**config.mk**
```make
export PLATFORM = sky130hd
export DESIGN_NAME = mem_port_arbiter
export DESIGN_NICKNAME = d
export VERILOG_FILES = /design/src/rtl/mem_port_arbiter.sv
export SDC_FILE = /design/constraint.sdc
export NUM_CORES = 1
export LEC_CHECK = 0
export BUFFER_PORTS_ARGS = -buffer_cell sky130_fd_sc_hd__buf_2
export CORE_MARGIN = 2
export CORE_UTILIZATION = 30
export DETAILED_ROUTE_END_ITERATION = 8
export GPL_TIMING_DRIVEN = 0
export PLACE_DENSITY_LB_ADDON = 0.08
export SKIP_CTS_REPAIR_TIMING = 1
export SYNTH_ARGS = -nofsm -noshare
export SYNTH_HDL_FRONTEND = slang
export SYNTH_SLANG_ARGS = --single-unit
```
**constraint.sdc**
```tcl
create_clock -name clk -period 2.4 [get_ports clk]
set_input_delay 0.48 -clock clk [delete_from_list [all_inputs] [get_ports clk]]
set_output_delay 0.48 -clock clk [all_outputs]
set_load 0.005 [all_outputs]
```
**src/rtl/mem_port_arbiter.sv**
```systemverilog
// -----------------------------------------------------------------------------
// mem_port_arbiter
//
// Shares one single-port instruction/data memory between the fetch stage and
// the memory stage of a 5-stage RISC-V pipeline. Requests are serialised onto
// a req/ack memory port, each completion is returned with a one-cycle valid
// pulse, and per-stage stall signals are raised for the hazard logic. A
// watchdog aborts memory transactions that never acknowledge.
//
// Parameters:
//   ADDR_W   address width
//   DATA_W   data width
//   TIMEOUT  max cycles mem_req_o may wait for mem_ack_i (>= 1)
//
// Ports:
//   clk, rst                    clock, synchronous active-low reset
//   if_req_i/if_addr_i          fetch request (may be withdrawn = flush)
//   if_rdata_o/if_valid_o       fetch completion
//   d_req_i/d_we_i/d_addr_i/
//   d_wdata_i                   load/store request (never withdrawn)
//   d_rdata_o/d_valid_o         data completion
//   stall_if_o/stall_mem_o      combinational stall requests
//   mem_req_o/mem_we_o/
//   mem_addr_o/mem_wdata_o      memory request side
//   mem_ack_i/mem_rdata_i       memory completion side
//   err_o                       sticky timeout flag
// -----------------------------------------------------------------------------
module mem_port_arbiter #(
  parameter int ADDR_W  = 32,
  parameter int DATA_W  = 32,
  parameter int TIMEOUT = 15
) (
  input  logic              clk,
  input  logic              rst,

  input  logic              if_req_i,
  input  logic [ADDR_W-1:0] if_addr_i,
  output logic [DATA_W-1:0] if_rdata_o,
  output logic              if_valid_o,

  input  logic              d_req_i,
  input  logic              d_we_i,
  input  logic [ADDR_W-1:0] d_addr_i,
  input  logic [DATA_W-1:0] d_wdata_i,
  output logic [DATA_W-1:0] d_rdata_o,
  output logic              d_valid_o,

  output logic              stall_if_o,
  output logic              stall_mem_o,

  output logic              mem_req_o,
  output logic              mem_we_o,
  output logic [ADDR_W-1:0] mem_addr_o,
  output logic [DATA_W-1:0] mem_wdata_o,
  input  logic              mem_ack_i,
  input  logic [DATA_W-1:0] mem_rdata_i,

  output logic              err_o
);

  localparam int CNT_W = $clog2(TIMEOUT + 1);
  // Count value during the last permitted wait cycle: the counter holds 0 in
  // the first BUSY cycle, so TIMEOUT cycles without ack end at TIMEOUT-1.
  localparam logic [CNT_W-1:0] CNT_LAST = CNT_W'(TIMEOUT - 1);

  typedef enum logic [1:0] {
    IDLE   = 2'd0,
    BUSY_I = 2'd1,
    BUSY_D = 2'd2,
    RESP   = 2'd3
  } state_e;

  state_e              state_q,     state_d;
  logic [CNT_W-1:0]    cnt_q,       cnt_d;
  logic                mem_req_q,   mem_req_d;
  logic                mem_we_q,    mem_we_d;
  logic [ADDR_W-1:0]   mem_addr_q,  mem_addr_d;
  logic [DATA_W-1:0]   mem_wdata_q, mem_wdata_d;
  logic [DATA_W-1:0]   cap_q,       cap_d;       // data captured at ack/timeout
  logic                owner_d_q,   owner_d_d;   // 1 = data stage owns the port
  logic                drop_q,      drop_d;      // fetch flushed during BUSY_I
  logic                err_q,       err_d;
  logic [DATA_W-1:0]   if_rdata_q,  if_rdata_d;
  logic [DATA_W-1:0]   d_rdata_q,   d_rdata_d;

  logic                if_valid;
  logic                d_valid;

  // Valid pulses are decoded from the RESP state. A fetch withdrawn at any
  // point of its transaction (flag for BUSY_I, live request for RESP) gets
  // no pulse.
  assign if_valid = (state_q == RESP) && !owner_d_q && !drop_q && if_req_i;
  assign d_valid  = (state_q == RESP) &&  owner_d_q;

  // During the valid cycle the captured word is forwarded directly; the
  // per-port holding register is updated at the end of that cycle so a
  // discarded fetch never disturbs the previously delivered value.
  assign if_rdata_o  = if_valid ? cap_q : if_rdata_q;
  assign d_rdata_o   = (d_valid && !mem_we_q) ? cap_q : d_rdata_q;
  assign if_valid_o  = if_valid;
  assign d_valid_o   = d_valid;

  assign stall_if_o  = if_req_i & ~if_valid;
  assign stall_mem_o = d_req_i  & ~d_valid;

  assign mem_req_o   = mem_req_q;
  assign mem_we_o    = mem_we_q;
  assign mem_addr_o  = mem_addr_q;
  assign mem_wdata_o = mem_wdata_q;
  assign err_o       = err_q;

  always_comb begin
    // NOTE: every signal gets a hold default first so no path leaves a
    // variable unassigned, which would infer a latch.
    state_d     = state_q;
    cnt_d       = cnt_q;
    mem_req_d   = mem_req_q;
    mem_we_d    = mem_we_q;
    mem_addr_d  = mem_addr_q;
    mem_wdata_d = mem_wdata_q;
    cap_d       = cap_q;
    owner_d_d   = owner_d_q;
    drop_d      = drop_q;
    err_d       = err_q;
    if_rdata_d  = if_rdata_q;
    d_rdata_d   = d_rdata_q;

    unique case (state_q)
      IDLE: begin
        // Data has fixed priority: it belongs to the older instruction.
        if (d_req_i) begin
          state_d     = BUSY_D;
          owner_d_d   = 1'b1;
          mem_req_d   = 1'b1;
          mem_we_d    = d_we_i;
          mem_addr_d  = d_addr_i;
          mem_wdata_d = d_wdata_i;
          cnt_d       = '0;
          drop_d      = 1'b0;
        end else if (if_req_i) begin
          state_d     = BUSY_I;
          owner_d_d   = 1'b0;
          mem_req_d   = 1'b1;
          mem_we_d    = 1'b0;
          mem_addr_d  = if_addr_i;
          mem_wdata_d = '0;
          cnt_d       = '0;
          drop_d      = 1'b0;
        end
      end

      BUSY_I, BUSY_D: begin
        if (state_q == BUSY_I && !if_req_i) begin
          drop_d = 1'b1;
        end
        // An ack in the limit cycle wins over the watchdog.
        if (mem_ack_i) begin
          cap_d     = mem_rdata_i;
          mem_req_d = 1'b0;
          state_d   = RESP;
        end else if (cnt_q == CNT_LAST) begin
          cap_d     = '0;
          mem_req_d = 1'b0;
          err_d     = 1'b1;
          state_d   = RESP;
        end else begin
          cnt_d = cnt_q + 1'b1;
        end
      end

      RESP: begin
        state_d = IDLE;
        if (if_valid) begin
          if_rdata_d = cap_q;
        end
        if (d_valid && !mem_we_q) begin
          d_rdata_d = cap_q;
        end
      end

      default: state_d = IDLE;
    endcase
  end

  // NOTE: sequential state uses non-blocking assignments so every flop
  // samples pre-edge values regardless of block evaluation order; the reset
  // branch sits inside the clocked block, making it synchronous.
  always_ff @(posedge clk) begin
    if (!rst) begin
      state_q     <= IDLE;
      cnt_q       <= '0;
      mem_req_q   <= 1'b0;
      mem_we_q    <= 1'b0;
      mem_addr_q  <= '0;
      mem_wdata_q <= '0;
      cap_q       <= '0;
      owner_d_q   <= 1'b0;
      drop_q      <= 1'b0;
      err_q       <= 1'b0;
      if_rdata_q  <= '0;
      d_rdata_q   <= '0;
    end else begin
      state_q     <= state_d;
      cnt_q       <= cnt_d;
      mem_req_q   <= mem_req_d;
      mem_we_q    <= mem_we_d;
      mem_addr_q  <= mem_addr_d;
      mem_wdata_q <= mem_wdata_d;
      cap_q       <= cap_d;
      owner_d_q   <= owner_d_d;
      drop_q      <= drop_d;
      err_q       <= err_d;
      if_rdata_q  <= if_rdata_d;
      d_rdata_q   <= d_rdata_d;
    end
  end

endmodule

```
==> key figures <==
Synth
  • Share of the synthesized area in the top cell type: 48.8%
  • Main area contributors after synthesis: dfxtp_1 49%, mux2_4 13%, and2_1 5.5%, mux2i_1 4.7%, nor2_1 3.7%
  • Async S/R FF share, synth: 0%
  • Number of synthesized flops with an enable pin: 0
  • Post-synth top area cell: dfxtp_1
  • Synth Instances: 678
  • Warnings from Yosys: 0
  • Synth Flop Type: dfxtp_1
  • Seq/Total Area, Yosys: 48.8%
  • Post-synthesis cell type count: 43
  • Post-Syn Area: 0.00701 mm²
  • Register bit total from synthesis: 171
  • Mapped Nets: 818
  • Syn Area/Cell: 10.3 µm²

Placement
  • Final Wtd Congestion: 0.737
  • # port buffers: 266
  • DPL Wire Length: 15000 µm
  • Placed Cells: 1257

Cells and area
  • Number of fill cells: 2319
  • Total Nets Final: 1110
  • Area occupied by multi-input gates: 0.00326 mm²
  • Layout cells sized above 1: 41.7%
  • Commonest non-fill, non-tap cells in the layout: 256 x buf_2, 169 x dfxtp_1, 69 x nor2_1, 62 x and2_1, 59 x mux2_4
  • Register area: 0.00343 mm²
  • Area Growth Syn to Fin: 38.2%
  • Post-route non-filler standard cell count: 1297
  • Util after Layout: 42.5%
  • Commonest non-fill, non-tap cell in the layout: buf_2

Power and ir drop
  • Share of power burned in registers: 40.5%
  • Power Dens Cells: 908 mW/mm²
  • Switching part of the total: 33.8%
  • Logic pwr share: 27.4%
  • Clock Power Share: 32.1%
  • P_sw: 0.00297 W
  • Max IR drop VDD: 0.403 mV
  • Internal: 0.00582 W
  • Leakage Power: 4.56 nW

Clock tree
  • Root buffer cell: clkbuf_16
  • CTS Sinks: 171
  • TritonCTS clock tree: yes
  • CTS buffer count: 17
  • Clock-pin slew on the worst setup and hold paths: 0.07 ns
  • Clock Path Buffers: 2
  • H-tree Lvls: 4
  • Worst skew pair latency: 0.44 ns

Timing
  • Final Hold Slack: 0.305 ns
  • Final min period: 2.40 ns
  • Final Slew Violations: 0
  • Worst-Margin Slew: 0.627 ns
  • Max Freq: 417 MHz
  • Fin crit share: 99.9%
  • RSZ-0062 raised after global routing: yes
  • Layout Skew: 0.0162 ns
  • Max_slew headroom: 58.2%
  • Final Hold Viols: 0
  • Setup TNS: 0 ns
  • Final setup vio count: 0

Floorplanning
  • Core Rows: 55
  • DIE WIDTH: 157 µm
  • DIE HEIGHT: 157 µm
  • CORE AREA: 0.0228 mm²
  • Die area: 0.0246 mm²
  • Io pins: 269
  • Initial Utilization: 30.8%

Worst setup path
  • CP Capture Type: output pin
  • Worst EP required: 1.92 ns
  • Worst path arrival time: 1.92 ns
  • WS Path Type: flop to output pin
  • Crit. Startpoint: state_q[1]
  • R2r startpoint: state_q[0]
  • R2R Setup Slk: 0.55 ns
  • Crit Path Max Fanout: 8
  • Startpoint Class: flop

Detailed routing
  • DR DRC count: 0
  • Iter 0 DRT Violations: 210
  • Iteration count of the initial detailed-routing pass: 4
  • DR vias: 5752
  • Avg Vias per Cell: 4.43
  • DRT antenna net count: 0
  • Routed len/inst: 15.7 µm
  • Drt total wl: 20400 µm

GRT
  • First-pass GRT wire length: 30800 µm
  • Vias in the first global route: 5515
  • Largest net degree at the start of global routing: 18
  • Initial antenna violation count: 1
  • Tot GR Track Use: 16.2%
  • Gr ovfl total: 0

Min path
  • Worst hold start: mem_rdata_i[6]
  • Worst min-delay path category: input pin to flop

Flow run
  • Max_cap viols: 0

Outcome
  • Status: complete, no violations
## kinds of logic after synthesis
kind of cell / share of synthesized area (%)
adder cells (fa/ha/maj): 1.07
flip-flops: 48.8
AO/OA/AOI/OAI: 11.5
AND/OR/NAND/NOR: 15.5
buffers and inverters: 4.96
multiplexers: 18.1
## worst max-delay path: stages (launching register included)
cell and delay (ns):
dfxtp_4 0.36, ha_4 0.16, and2_4 0.14, nand2b_4 0.09
buf_12 0.16, clkbuf_16 0.16, mux2_4 0.31, buf_6 0.12
## sequential cells by signal, summed over array words and instances (netlist names)
| signal | count |
|---|---|
| err_o | 1 |
| mem_req_o | 1 |
| cap_q | 32 |
| d_rdata_q | 32 |
| mem_addr_o | 32 |
| drop_q | 1 |
| mem_we_o | 1 |
| if_rdata_q | 32 |
| cnt_q | 4 |
| state_q | 2 |
| mem_wdata_o | 32 |
| owner_d_q | 1 |
## routing by layer
metal,track usage (%),vias to the layer above,wire [µm]
met1,20.6,2632,9310
met5,0,-,0
li1,-,2933,-
met4,5.46,0,272
met3,5.56,18,1420
met2,25.5,169,9430
## cell usage after synthesis (6+ instances only)
master    count
a211oi_1     33
a21oi_1      36
a22oi_1      32
and2_1       62
buf_2        20
clkbuf_1     24
dfxtp_1     171
ha_1          6
mux2_4       59
mux2i_1      33
nand2_1      45
nand3_1      35
nor2_1       69
## worst paths after layout
kind	to	cells after the start
hold / removal	cap_q[6]	3
setup / recovery	d_rdata_o[8]	7
setup reg to reg	cap_q[3]	7
hold reg to reg	mem_wdata_o[6]	2
## final cells by class
| class | count | area share [%] |
|---|---|---|
| clock buffer | 19 | 4.67 |
| multi-input combinational | 445 | 33.7 |
| buffer | 57 | 3.76 |
| inverter | 5 | 0.194 |
| clock inverter | 13 | 1.50 |
| tap | 313 | 4.04 |
| antenna | 1 | 0.0258 |
| sequential | 171 | 35.4 |
| timing repair buffer | 273 | 16.8 |
## power groups by stage
stage	Sequential (W)	Clock [W]	Combinational, W
floorplan	0.00359	0	0.00149
global placement	0.00361	0	0.00242
detailed placement	0.00361	0	0.00242
CTS	0.00355	0.00293	0.00242
global route	0.00362	0.00305	0.00271
finish	0.00356	0.00282	0.00241
## metrics by stage
| step | area [µm²] | worst slack [ns] | power (W) |
|---|---|---|---|
| final | 9690 | 0.00239 | 0.00879 |
| after global routing | 9690 | -0.0621 | 0.00938 |
| after CTS | 9330 | -0.187 | 0.00891 |
| after detailed placement | 8740 | 0.253 | 0.00603 |
| after global placement | 8740 | 0.276 | 0.00603 |
| after floorplan | 7010 | 0.609 | 0.00508 |
Note: power is estimated with default switching activity, not from simulation.
